[src/rtl/rgb_sequencer_pkg.sv]
// Shared definitions for the RGB colour sequencer: play modes and channel count.
package rgb_sequencer_pkg;

    // Play modes, encoded as the 2-bit command mode field.
    typedef enum logic [1:0] {
        MODE_OFF   = 2'd0,
        MODE_SOLID = 2'd1,
        MODE_BLINK = 2'd2,
        MODE_FADE  = 2'd3
    } mode_t;

    // Colour channels per pixel, packed {R,G,B} with R in the MSBs.
    localparam int NCH = 3;

endpackage

[src/rtl/rgb_sequencer_if.sv]
// Command channel into the sequencer: one valid/ready transfer per pattern change.
interface rgb_sequencer_if
    import rgb_sequencer_pkg::*;
#(
    parameter int nbpc  = 8,
    parameter int per_w = 16
);
    logic                  cmd_valid;
    logic                  cmd_ready;
    mode_t                 cmd_mode;
    logic [NCH*nbpc-1:0]   cmd_color_a;
    logic [NCH*nbpc-1:0]   cmd_color_b;
    logic [per_w-1:0]      cmd_period;

    modport master (
        output cmd_valid, cmd_mode, cmd_color_a, cmd_color_b, cmd_period,
        input  cmd_ready
    );

    modport slave (
        input  cmd_valid, cmd_mode, cmd_color_a, cmd_color_b, cmd_period,
        output cmd_ready
    );
endinterface

[src/rtl/rgb_tick_gen.sv]
// Run-time programmable step prescaler: tick every period+1 clocks, restartable by clr.
module rgb_tick_gen #(
    parameter int per_w = 16
) (
    input  logic             clk,
    input  logic             rst_n,
    input  logic             clr,
    input  logic [per_w-1:0] period,
    output logic             tick
);
    logic [per_w-1:0] r_cnt;

    assign tick = (r_cnt == period);

    // Count 0..period and wrap; clr restarts so a new command gets a full first step.
    always_ff @(posedge clk) begin
        if (!rst_n || clr) begin
            r_cnt <= '0;
        end else if (tick) begin
            r_cnt <= '0;
        end else begin
            r_cnt <= r_cnt + per_w'(1);
        end
    end
endmodule

[src/rtl/rgb_sequencer.sv]
// Colour pattern engine: latches one command and plays OFF/SOLID/BLINK/FADE into the PWM stage.
module rgb_sequencer
    import rgb_sequencer_pkg::*;
#(
    parameter int nbpc  = 8,
    parameter int per_w = 16
) (
    input  logic                clk,
    input  logic                rst_n,
    rgb_sequencer_if.slave      cmd,
    output logic [NCH*nbpc-1:0] color,
    output logic                en,
    output logic                cycle_done
);
    localparam int CW = NCH * nbpc;

    mode_t             r_mode,   w_mode;
    logic [CW-1:0]     r_a,      w_a;
    logic [CW-1:0]     r_b,      w_b;
    logic [CW-1:0]     r_color,  w_color;
    logic [per_w-1:0]  r_period, w_period;
    logic              r_phase,  w_phase;
    logic              r_en,     w_en;
    logic              r_done,   w_done;
    logic              r_ready;

    logic              w_accept;
    logic              w_tick;
    logic [CW-1:0]     w_tgt;
    logic [CW-1:0]     w_step;
    logic [NCH-1:0]    w_eq;

    assign w_accept      = cmd.cmd_valid & r_ready;
    assign cmd.cmd_ready = r_ready;
    assign color         = r_color;
    assign en            = r_en;
    assign cycle_done    = r_done;

    rgb_tick_gen #(.per_w(per_w)) u_tick (
        .clk    (clk),
        .rst_n  (rst_n),
        .clr    (w_accept),
        .period (r_period),
        .tick   (w_tick)
    );

    // phase=0 heads toward B, phase=1 heads back toward A.
    assign w_tgt = r_phase ? r_a : r_b;

    // One stepper per channel: move one LSB toward the target, never past it.
    for (genvar g = 0; g < NCH; g++) begin : g_ch
        logic [nbpc-1:0] w_c, w_t;
        assign w_c = r_color[g*nbpc +: nbpc];
        assign w_t = w_tgt[g*nbpc +: nbpc];
        assign w_eq[g] = (w_c == w_t);
        assign w_step[g*nbpc +: nbpc] = (w_c < w_t) ? w_c + nbpc'(1) :
                                        (w_c > w_t) ? w_c - nbpc'(1) : w_c;
    end

    // State register; reset wins over any in-flight command.
    always_ff @(posedge clk) begin
        if (!rst_n) begin
            r_mode   <= MODE_OFF;
            r_a      <= '0;
            r_b      <= '0;
            r_color  <= '0;
            r_period <= '0;
            r_phase  <= 1'b0;
            r_en     <= 1'b0;
            r_done   <= 1'b0;
            r_ready  <= 1'b0;
        end else begin
            r_mode   <= w_mode;
            r_a      <= w_a;
            r_b      <= w_b;
            r_color  <= w_color;
            r_period <= w_period;
            r_phase  <= w_phase;
            r_en     <= w_en;
            r_done   <= w_done;
            r_ready  <= 1'b1;
        end
    end

    // Next state: a command restarts the pattern from A; otherwise ticks advance it.
    always_comb begin
        w_mode   = r_mode;
        w_a      = r_a;
        w_b      = r_b;
        w_period = r_period;
        w_phase  = r_phase;
        w_color  = r_color;
        w_en     = r_en;
        w_done   = 1'b0;
        if (w_accept) begin
            w_mode   = cmd.cmd_mode;
            w_a      = cmd.cmd_color_a;
            w_b      = cmd.cmd_color_b;
            w_period = cmd.cmd_period;
            w_phase  = 1'b0;
            w_en     = (cmd.cmd_mode != MODE_OFF);
            w_color  = (cmd.cmd_mode != MODE_OFF) ? cmd.cmd_color_a : '0;
        end else if (w_tick) begin
            unique case (r_mode)
                MODE_BLINK: begin
                    w_phase = ~r_phase;
                    w_color = r_phase ? r_a : r_b;
                    w_done  = 1'b1;
                end
                MODE_FADE: begin
                    if (&w_eq) begin
                        // Endpoint reached: hold this tick and turn around.
                        w_phase = ~r_phase;
                        w_done  = 1'b1;
                    end else begin
                        w_color = w_step;
                    end
                end
                default: ;
            endcase
        end
    end
endmodule

[src/flat_wrapper.sv]
// flat-port wrapper written by rule: the top's interface ports become plain ports
module rgb_sequencer_flat import rgb_sequencer_pkg::*;
#(
    parameter int nbpc  = 8,
    parameter int per_w = 16
)
  (clk, rst_n, color, en, cycle_done, cmd_cmd_valid, cmd_cmd_mode, cmd_cmd_color_a, cmd_cmd_color_b, cmd_cmd_period, cmd_cmd_ready);
  rgb_sequencer_if #(.nbpc(nbpc), .per_w(per_w)) cmd_i ();
  input  logic clk;
  input  logic rst_n;
  output logic [NCH*nbpc-1:0] color;
  output logic en;
  output logic cycle_done;
  input wire logic [$bits(cmd_i.cmd_valid)-1:0] cmd_cmd_valid;
  input wire logic [$bits(cmd_i.cmd_mode)-1:0] cmd_cmd_mode;
  input wire logic [$bits(cmd_i.cmd_color_a)-1:0] cmd_cmd_color_a;
  input wire logic [$bits(cmd_i.cmd_color_b)-1:0] cmd_cmd_color_b;
  input wire logic [$bits(cmd_i.cmd_period)-1:0] cmd_cmd_period;
  output wire logic [$bits(cmd_i.cmd_ready)-1:0] cmd_cmd_ready;
  assign cmd_i.cmd_valid = cmd_cmd_valid;
  assign cmd_i.cmd_mode = cmd_cmd_mode;
  assign cmd_i.cmd_color_a = cmd_cmd_color_a;
  assign cmd_i.cmd_color_b = cmd_cmd_color_b;
  assign cmd_i.cmd_period = cmd_cmd_period;
  assign cmd_cmd_ready = cmd_i.cmd_ready;
  rgb_sequencer #(.nbpc(nbpc), .per_w(per_w)) u_core (.clk(clk), .rst_n(rst_n), .cmd(cmd_i), .color(color), .en(en), .cycle_done(cycle_done));
endmodule
[config.mk]
export PLATFORM = sky130hd
export DESIGN_NAME = rgb_sequencer_flat
export DESIGN_NICKNAME = d
export VERILOG_FILES = /design/src/rtl/rgb_sequencer_pkg.sv /design/src/rtl/rgb_sequencer_if.sv /design/src/rtl/rgb_tick_gen.sv /design/src/rtl/rgb_sequencer.sv /design/src/flat_wrapper.sv
export SDC_FILE = /design/constraint.sdc
export NUM_CORES = 1
export LEC_CHECK = 0
export ABC_AREA = 1
export CORE_MARGIN = 2
export CORE_UTILIZATION = 39
export DETAILED_ROUTE_END_ITERATION = 16
export GPL_ROUTABILITY_DRIVEN = 0
export PLACE_DENSITY = 0.69
export SETUP_SLACK_MARGIN = 0.3
export SKIP_LAST_GASP = 1
export SYNTH_ARGS = -nofsm -noshare
export SYNTH_HDL_FRONTEND = slang
export SYNTH_SLANG_ARGS = --single-unit
export TNS_END_PERCENT = 10
[constraint.sdc]
create_clock -name clk -period 6 [get_ports clk]
set_input_delay 1.2 -clock clk [delete_from_list [all_inputs] [get_ports clk]]
set_output_delay 1.2 -clock clk [all_outputs]
set_load 0.01 [all_outputs]
[Yosys cells after proc, flatten, opt, wreduce, memory -nomap -nowiden]
Cells that the tools add are included.
Operators by class
  add/subtract/negate cells: 7
  magnitude comparators: 6
  equality and inequality tests: 11
  muxes and demuxes: 17
  bitwise gates (word level): 4
  reductions and logical operators: 14
Operators with widths (number)
  $mux 24: 5
  $mux 8: 6
  $pmux 24 s2: 1
  $add 8x1->8 const B: 3
  $eq 8x8->1: 3
  $gt 8x8->1: 3
  $lt 8x8->1: 3
  $sub 8x1->8 const B: 3
  $add 16x1->16 const B: 1
  $eq 16x16->1: 1
  $ne 4x2->1 const B: 3
  $reduce_and 4->1: 3
  $reduce_and 3->1: 2
  $reduce_bool 2->1: 3
  $eq 2x2->1 const B: 2
  $pmux 1 s2: 2
  $reduce_or 2->1: 2
  $mux 1: 3
  $ne 3x3->1 const B: 1
  $not 1->1: 3
  $reduce_bool 3->1: 1
  $reduce_or 3->1: 1
  $ne 2x1->1 const B: 1
  $and 1x1->1: 1
  2 further kinds: 2
Word-level totals
  register bits after elaboration: 110
  input port bits: 69
  logic and storage cells: 71

[Logic depth before layout (Yosys ltp)]
Gate-level depths: netlist of the first run.
  word-level depth: 8
  gate-level depth with buffers: 24
  mapped depth without buffers: 23

[Hierarchy]
A second synthesis of the first run with hierarchy kept.
Unflattened totals
  cells, all modules: 1000
  area total of the unflattened synthesis: 6723.9 sq um
Modules (own cells, without submodules)
  rgb_sequencer: instances 1, cells each 818, area an instance 5626.6 sq um
  rgb_tick_gen: instances 1, cells each 182, area an instance 1097.3 sq um

[Worst setup path after synthesis of the first run]
OpenSTA, ideal clock, no wires.
  path type: register -> register
  start: register u_core.r_phase
  end: register u_core.r_color[21] (netlist: u_core.color[21])
  setup time: 112 ps
  data arrival time: 2831 ps
  required time: 5888 ps
  path slack: 3057 ps
  cell stages (with the launch flop): 20
  period minus slack after synthesis: 2943 ps
  cells stage by stage: dfxtp_1 -> buf_2 -> clkbuf_1 -> o21ai_0 -> ha_1 -> nand2_1 -> inv_1 -> nor2_1 -> o21a_1 -> nand2_1 -> ha_1 -> a21oi_1 -> nand2_1 -> nand2_1 -> nand2_1 -> xor2_1 -> o21ai_0 -> o21ai_0 -> nor2_1 -> nor2_1
Between the ends
  word-level cells in the longest chain between the ends: 7
RTL lines
  start: declaration: RTL line rgb_sequencer.sv:22  | logic r_phase, w_phase;
  start signal: assignment: RTL line rgb_sequencer.sv:78  | r_phase <= w_phase;
  $mux 24 (*): RTL line rgb_sequencer.sv:48, rgb_sequencer.sv:107
  $lt 8x8->1: RTL line rgb_sequencer.sv:56  | assign w_step[g*nbpc +: nbpc] = (w_c < w_t) ? w_c + nbpc'(1) :
  $mux 8: RTL line rgb_sequencer.sv:56
  $mux 24: RTL line rgb_sequencer.sv:111  | if (&w_eq) begin
  $pmux 24 s2: RTL line rgb_sequencer.sv:104  | unique case (r_mode)
  $mux 24: RTL line rgb_sequencer.sv:103  | end else if (w_tick) begin
  $mux 24: RTL line rgb_sequencer.sv:95  | if (w_accept) begin
  end signal: assignment: RTL line rgb_sequencer.sv:76  | r_color <= w_color;
  end: declaration: RTL line rgb_sequencer.sv:20  | logic [CW-1:0] r_color, w_color;
Mark *: on every way between the ends. The rest lies on a longest branch, timed or not. The select of a mux whose other input is x is not followed.
A chain may end at the register's enable or synchronous reset.

[Worst setup path in the final report of the first run]
Ends and elaborated chain as after synthesis.

==> flow_summary.json, run 1 <==
{
  "yosys.area_share.xor_xnor_pct": 2.817,
  "detail_route.wl_per_cell_microns": 14.08,
  "layout_min_cycle_time_ns": 3.758,
  "slew_headroom_pct": 40.72,
  "place_worst_setup_slack_ns": 2.022,
  "cts_made_buffers": 9,
  "final_nets": 1164,
  "setup_tns_ns": 0,
  "timing.critical_path.required_ns": 6.26,
  "synthesized_instance_count": 974,
  "dr_total_vias": 6459,
  "final.period_utilization_pct": 62.63,
  "synth.avg_cell_area_sq_um": 6.703,
  "fmax_ghz": 0.2661,
  "cts_htree_levels": 3,
  "clock_sinks": 110,
  "grt_overflow": 0,
  "die-height_microns": 133.4,
  "share_of_post_route_cells_with_drive_strength_above_1_pct": 3.806,
  "cts_post_setup_buffers_inserted": 0,
  "synth_adder_area_share_pct": 9.352,
  "critical_path_arrival_ns": 4.01,
  "synth.top_cells.by_area": "sky130_fd_sc_hd__dfxtp_1 (34%), sky130_fd_sc_hd__nand2_1 (12%), sky130_fd_sc_hd__nor2_1 (9.0%)",
  "clock_skew_ns": 0.01287,
  "worst_setup_path_startpoint": "u_core.r_phase",
  "drt_drc_violations_left": 0,
  "grt_start_max_net_pins": 75,
  "via_count_of_the_first_global_routing_pass": 5923,
  "detail-route-antenna-nets": 0,
  "synthDominantAreaCellType": "sky130_fd_sc_hd__dfxtp_1",
  "detailed_place_hpwl_mm": 13.38,
  "clk_latency_ns": 0.36,
  "grt_first_pass_wirelength_mm": 29.35,
  "violation_count_after_the_first_detailed_route_iteration": 494,
  "cts-hold-fix-buffers": 0,
  "crit_type": "flop to flop",
  "worstHoldStart": "u_core.r_period[7]",
  "dieWidth_microns": 133.4,
  "synth.yosys.warnings": 0,
  "initial_utilization_pct": 39.65,
  "timing.final.hold_violations": 0,
  "synthMuxAreaShare_pct": 0,
  "clock-root-buffer": "sky130_fd_sc_hd__clkbuf_16",
  "report.final.setup_viol": 0,
  "min_path_type": "flop to flop",
  "mappedNetlistArea_sq_mm": 0.006529,
  "post_drt_via_cell_ratio": 5.078,
  "p_per_area_mw_per_mm2": 241.5,
  "cts-resized-gates": 0,
  "setup_slack_ns": 2.242,
  "synth_compound_gate_area_share_pct": 15.81,
  "syn2layout_area_growth_pct": 21.31,
  "worst_pin_slew_ns": 0.8860,
  "route.final.wire_length_mm": 17.91,
  "die-area_sq_mm": 0.01779,
  "mostFrequentLayoutCells": "sky130_fd_sc_hd__nand2_1 (206), sky130_fd_sc_hd__nor2_1 (157), sky130_fd_sc_hd__dfxtp_1 (110)",
  "number_of_antenna_violations_at_the_first_check_in_global_routing": 1,
  "synth_top_family_by_area": "simple AND/OR/NAND/NOR gates",
  "synth.ff_latch_count": 110,
  "unrepaired_setup_endpoints_after_global_routing": "false",
  "r2r_start": "u_core.r_phase",
  "crit_fanout": 14,
  "worst_vdd_ir_v": 0.0001322,
  "clk_buf_depth": 2,
  "drv.max_cap_violation_count": 0,
  "placeableCoreArea_sq_mm": 0.01647,
  "static-leakage-power_nw": 3.484,
  "worstSetupEndpointType": "flop",
  "outcome": "complete, no violations",
  "report.final.slew_viol_count": 0,
  "globalRouteTotalUtil_pct": 20.54,
  "floorplan.rows": 47,
  "synth-seq-area-share_pct": 33.73,
  "synth_top_area_share_pct": 33.73,
  "port_buffers": 95,
  "ys_types": 39,
  "cts.reportedPaths.clkPinSlew_ns": 0.07,
  "design.portCount": 96,
  "critical_path.startpoint_type": "flop",
  "clock_tree_from_tritoncts": "done",
  "first_pass_iters": 5,
  "synthSimpleGateAreaFrac_pct": 29.84,
  "synth.net_count": 1090,
  "most_common_cell_after_layout_fill_and_taps_aside": "sky130_fd_sc_hd__nand2_1"
}
## metal layers
layer / wire (microns) / track usage, % / vias to the layer above / part of all wire [%]
li1: - / - / 3324 / -
met1: 8716 / 29.27 / 2897 / 49
met2: 7607 / 31.67 / 204 / 42
met3: 1200 / 3.196 / 34 / 6.7
met4: 383 / 6.974 / 0 / 2.1
met5: 0 / 0 / - / 0
## final timing paths
path	end	slack, ns	cells after the start
setup reg to reg	u_core.color[21]	2.24	20
setup / recovery	u_core.color[21]	2.24	20
hold reg to reg	u_core.r_period[7]	0.47	2
hold / removal	u_core.r_period[7]	0.47	2
## where the power goes
group	internal [W]	switching [W]
clock network	0.000332	0.000268
logic	0.000208	0.000303
registers	0.000770	0.0000319
total	0.00131	0.000603
## cells in the mapped netlist, drive strengths merged
library cell	n
nand2	210
nor2	159
dfxtp	110
inv	104
o21ai	101
nand3	67
a21oi	56
ha	44
clkbuf	28
xor2	18
nand4	15
o22ai	9
buf	8
nor3	7
o211ai	6
o21bai	6
a21o	3
clkinv	3
fa	3
o21a	3
xnor2	3
a221oi	2
a31oi	2
and2	2
o221ai	2
nor3b	1
o31ai	1
or2	1
## kinds of logic (layout without fill, tap and decap cells)
group                    count (synthesis)  count (layout)
AND/OR/NAND/NOR                        462             462
AO/OA/AOI/OAI                          191             191
buffers and inverters                  143             220
flip-flops                             110             110
adder cells (fa/ha/maj)                 47              47
XOR/XNOR                                21              21
other                                    0               1
## critical path, cell delays in order (launching register included)
cell and delay (ns):
sky130_fd_sc_hd__dfxtp_1 0.58, sky130_fd_sc_hd__inv_1 0.22, sky130_fd_sc_hd__o21ai_0 0.20, sky130_fd_sc_hd__inv_1 0.10
sky130_fd_sc_hd__ha_1 0.30, sky130_fd_sc_hd__inv_1 0.06, sky130_fd_sc_hd__nor2_1 0.03, sky130_fd_sc_hd__o21ai_0 0.14
sky130_fd_sc_hd__nand2_1 0.06, sky130_fd_sc_hd__nand2_1 0.12, sky130_fd_sc_hd__nand2_1 0.29, sky130_fd_sc_hd__ha_1 0.47
sky130_fd_sc_hd__a21oi_1 0.14, sky130_fd_sc_hd__nand2_1 0.10, sky130_fd_sc_hd__nand2_1 0.07, sky130_fd_sc_hd__nand2_1 0.08
sky130_fd_sc_hd__xor2_1 0.17, sky130_fd_sc_hd__o21ai_0 0.20, sky130_fd_sc_hd__o21ai_0 0.14, sky130_fd_sc_hd__nor2_1 0.14
sky130_fd_sc_hd__nor2_1 0.05
## area by class of cell
type,count,area (sq um)
clock inverters,3,43.79
inverters,107,402.9
clock buffers,11,242.7
diodes,1,2.502
flip-flops and latches,110,2202
repair buffers,99,975.9
fillers,1675,8546
well taps,220,275.3
multi-input cells,721,3775
## through the flow
step | power [W] | area [sq um] | hold slack [ns] | util, % | instances
floorplan | 0.001155 | 6529 | 0.4287 | - | 974
global route | 0.002027 | 7918 | 0.4911 | 48.09 | 1271
global placement | 0.001316 | 7631 | 0.4586 | 46.35 | 1257
detailed placement | 0.001324 | 7631 | 0.4622 | 46.35 | 1257
finish | 0.001913 | 7920 | 0.4724 | 48.10 | 1272
CTS | 0.001920 | 7918 | 0.4731 | 48.09 | 1271
## sequential cells by signal (all words and copies together) (netlist names)
register / cells
u_core.r_b: 24
u_core.en: 1
u_core.r_mode: 2
u_core.u_tick.r_cnt: 16
u_core.color: 24
u_core.r_a: 24
u_core.r_period: 16
u_core.cmd.cmd_ready: 1
u_core.cycle_done: 1
u_core.r_phase: 1
(Power assumes the default switching activity.)
==> run 2, diff against run 1 <==
Settings changed: PLACE_DENSITY 0.69 to 0.71.
Clock period 6 ns to 3.29 ns, I/O delays scaled along.
==> run 2 against run 1 <==
  * Worst setup slack got worse by 1.9 ns
  * Critical path depth unchanged
  * Combinational power increased by 120%
  * Sequential cell count unchanged
  * Utilization increased by 4.2 points
  * Design area increased by 8.7%
  * Sequential share of layout area decreased by 2.2 points
  * First-iteration DRC count increased by 3.8%
  * Critical path type unchanged
  * Routed wire length increased by 7.0%
  * Sequential power increased by 85%
==> flow_summary.json, run 2 (synthesized netlist as in run 1, its figures left out) <==
{
  "route.final.wire_length_mm": 19.17,
  "detailed_place_hpwl_mm": 13.65,
  "clk_latency_ns": 0.36,
  "clock_skew_ns": 0.009580,
  "cts_made_buffers": 9,
  "post-place-cells": 1270,
  "dr_total_vias": 6720,
  "critical_path_arrival_ns": 3.16,
  "dieWidth_microns": 133.4,
  "p_per_area_mw_per_mm2": 434.0,
  "antenna_cells_inserted": 0,
  "post_drt_via_cell_ratio": 5.157,
  "slew_headroom_pct": 53.02,
  "share_of_post_route_cells_with_drive_strength_above_1_pct": 12.56,
  "final.period_utilization_pct": 88.50,
  "static-leakage-power_nw": 3.684,
  "clk_buf_depth": 2,
  "grt_start_max_net_pins": 75,
  "die-area_sq_mm": 0.01779,
  "timing.final.hold_violations": 0,
  "nFillCells": 1619,
  "place_worst_setup_slack_ns": 0.1648,
  "grt_first_pass_wirelength_mm": 29.64,
  "die-height_microns": 133.4,
  "port_buffers": 95,
  "via_count_of_the_first_global_routing_pass": 5941,
  "final_nets": 1194,
  "critical_path.startpoint_type": "flop",
  "report.final.setup_viol": 0,
  "initial_utilization_pct": 39.65,
  "worst_vdd_ir_v": 0.0002903,
  "setup_slack_ns": 0.3783,
  "worstSetupEndpointType": "flop",
  "layout.cells.non_filler": 1303,
  "report.final.slew_viol_count": 0,
  "number_of_antenna_violations_at_the_first_check_in_global_routing": 0,
  "placeableCoreArea_sq_mm": 0.01647,
  "cts_htree_levels": 3,
  "outcome": "complete, no violations",
  "cts.reportedPaths.clkPinSlew_ns": 0.07,
  "crit_fanout": 8,
  "min_path_type": "flop to flop",
  "detail_route.wl_per_cell_microns": 14.71,
  "final.hold.worst_slack_ns": 0.4696,
  "most_common_cell_after_layout_fill_and_taps_aside": "sky130_fd_sc_hd__nand2_1",
  "first_pass_iters": 6,
  "globalRouteTotalUtil_pct": 20.80,
  "clock_sinks": 110,
  "design.portCount": 96,
  "drv.max_cap_violation_count": 0,
  "mostFrequentLayoutCells": "sky130_fd_sc_hd__nand2_1 (196), sky130_fd_sc_hd__nor2_1 (151), sky130_fd_sc_hd__dfxtp_1 (109)",
  "timing.critical_path.required_ns": 3.54,
  "power_w": 0.003737,
  "floorplan.rows": 47,
  "clock-root-buffer": "sky130_fd_sc_hd__clkbuf_16",
  "layout_min_cycle_time_ns": 2.912,
  "violation_count_after_the_first_detailed_route_iteration": 513,
  "drt_drc_violations_left": 0,
  "setup_tns_ns": 0,
  "unrepaired_setup_endpoints_after_global_routing": "true",
  "clock_tree_from_tritoncts": "done",
  "syn2layout_area_growth_pct": 31.89,
  "grt_overflow": 0,
  "crit_type": "flop to flop",
  "worst_pin_slew_ns": 0.7047,
  "detail-route-antenna-nets": 0,
  "fmax_ghz": 0.3434
}
run 2: worst max-delay path, stage by stage, from the launching register on:
cell	delay, ns
sky130_fd_sc_hd__dfxtp_4	0.48
sky130_fd_sc_hd__buf_8	0.16
sky130_fd_sc_hd__nand2_1	0.07
sky130_fd_sc_hd__o21ai_2	0.08
sky130_fd_sc_hd__ha_1	0.27
sky130_fd_sc_hd__nand2_1	0.07
sky130_fd_sc_hd__inv_1	0.03
sky130_fd_sc_hd__nor2_1	0.08
sky130_fd_sc_hd__o21a_2	0.19
sky130_fd_sc_hd__nand2_4	0.08
sky130_fd_sc_hd__buf_4	0.15
sky130_fd_sc_hd__ha_4	0.23
sky130_fd_sc_hd__a21oi_1	0.15
sky130_fd_sc_hd__nand2_1	0.13
sky130_fd_sc_hd__nand2_1	0.08
sky130_fd_sc_hd__nand2_1	0.07
sky130_fd_sc_hd__xor2_1	0.14
sky130_fd_sc_hd__o21ai_0	0.12
sky130_fd_sc_hd__o21ai_0	0.10
sky130_fd_sc_hd__nor2_1	0.09
sky130_fd_sc_hd__nor2_1	0.04
run 2: power breakdown:
| part | leakage [nW] | internal, W | switching, W | total (W) |
|---|---|---|---|---|
| Combinational | 2.64 | 0.000524 | 0.000618 | 0.00114 |
| Clock | 0.145 | 0.000598 | 0.000519 | 0.00112 |
| Sequential | 0.904 | 0.00140 | 0.0000736 | 0.00148 |
| Total | 3.68 | 0.00253 | 0.00121 | 0.00374 |
run 2: metrics by stage:
step,cell area (sq um),util [%]
finish,8611,52.29
global route,8611,52.29
CTS,8060,48.95
detailed placement,7729,46.94
global placement,7729,46.94
floorplan,6529,-
run 2: per-layer routing:
metal	track usage, %	wire length, microns
met1	28.34	8795
met2	33.73	8692
met3	3.615	1326
met4	6.383	350
met5	0	0
run 2: worst paths after layout:
check                endpoint  slack, ns  cells past startpoint            from
max          u_core.color[21]       0.38                     20  u_core.r_phase
min             u_core.r_a[8]       0.47                      2   u_core.r_a[8]
max reg2reg  u_core.color[21]       0.38                     20  u_core.r_phase
min reg2reg     u_core.r_a[8]       0.47                      2   u_core.r_a[8]
run 2: cell type report:
| type | instances | area [sq um] | area share [%] |
|---|---|---|---|
| clock buffers | 10 | 229.0 | 2.659 |
| clock inverters | 6 | 71.32 | 0.8282 |
| inverters | 107 | 405.4 | 4.708 |
| multi-input cells | 721 | 4131 | 47.98 |
| flip-flops and latches | 110 | 2206 | 25.62 |
| well taps | 220 | 275.3 | 3.197 |
| repair buffers | 129 | 1292 | 15.01 |
run 2: repair_timing:
item	4_1_cts	5_1_grt
setup endpoints to repair	10	19
cloned	0	4
hold buffers	0	0
setup buffers	3	10
gates resized for setup	3	106
pin swaps	1	31
==> run 3, diff against run 2 <==
Settings changed: SLEW_MARGIN set to 20.
==> results of run 3 <==
No change in the layout: final DEF, timing and power equal those of run 2.
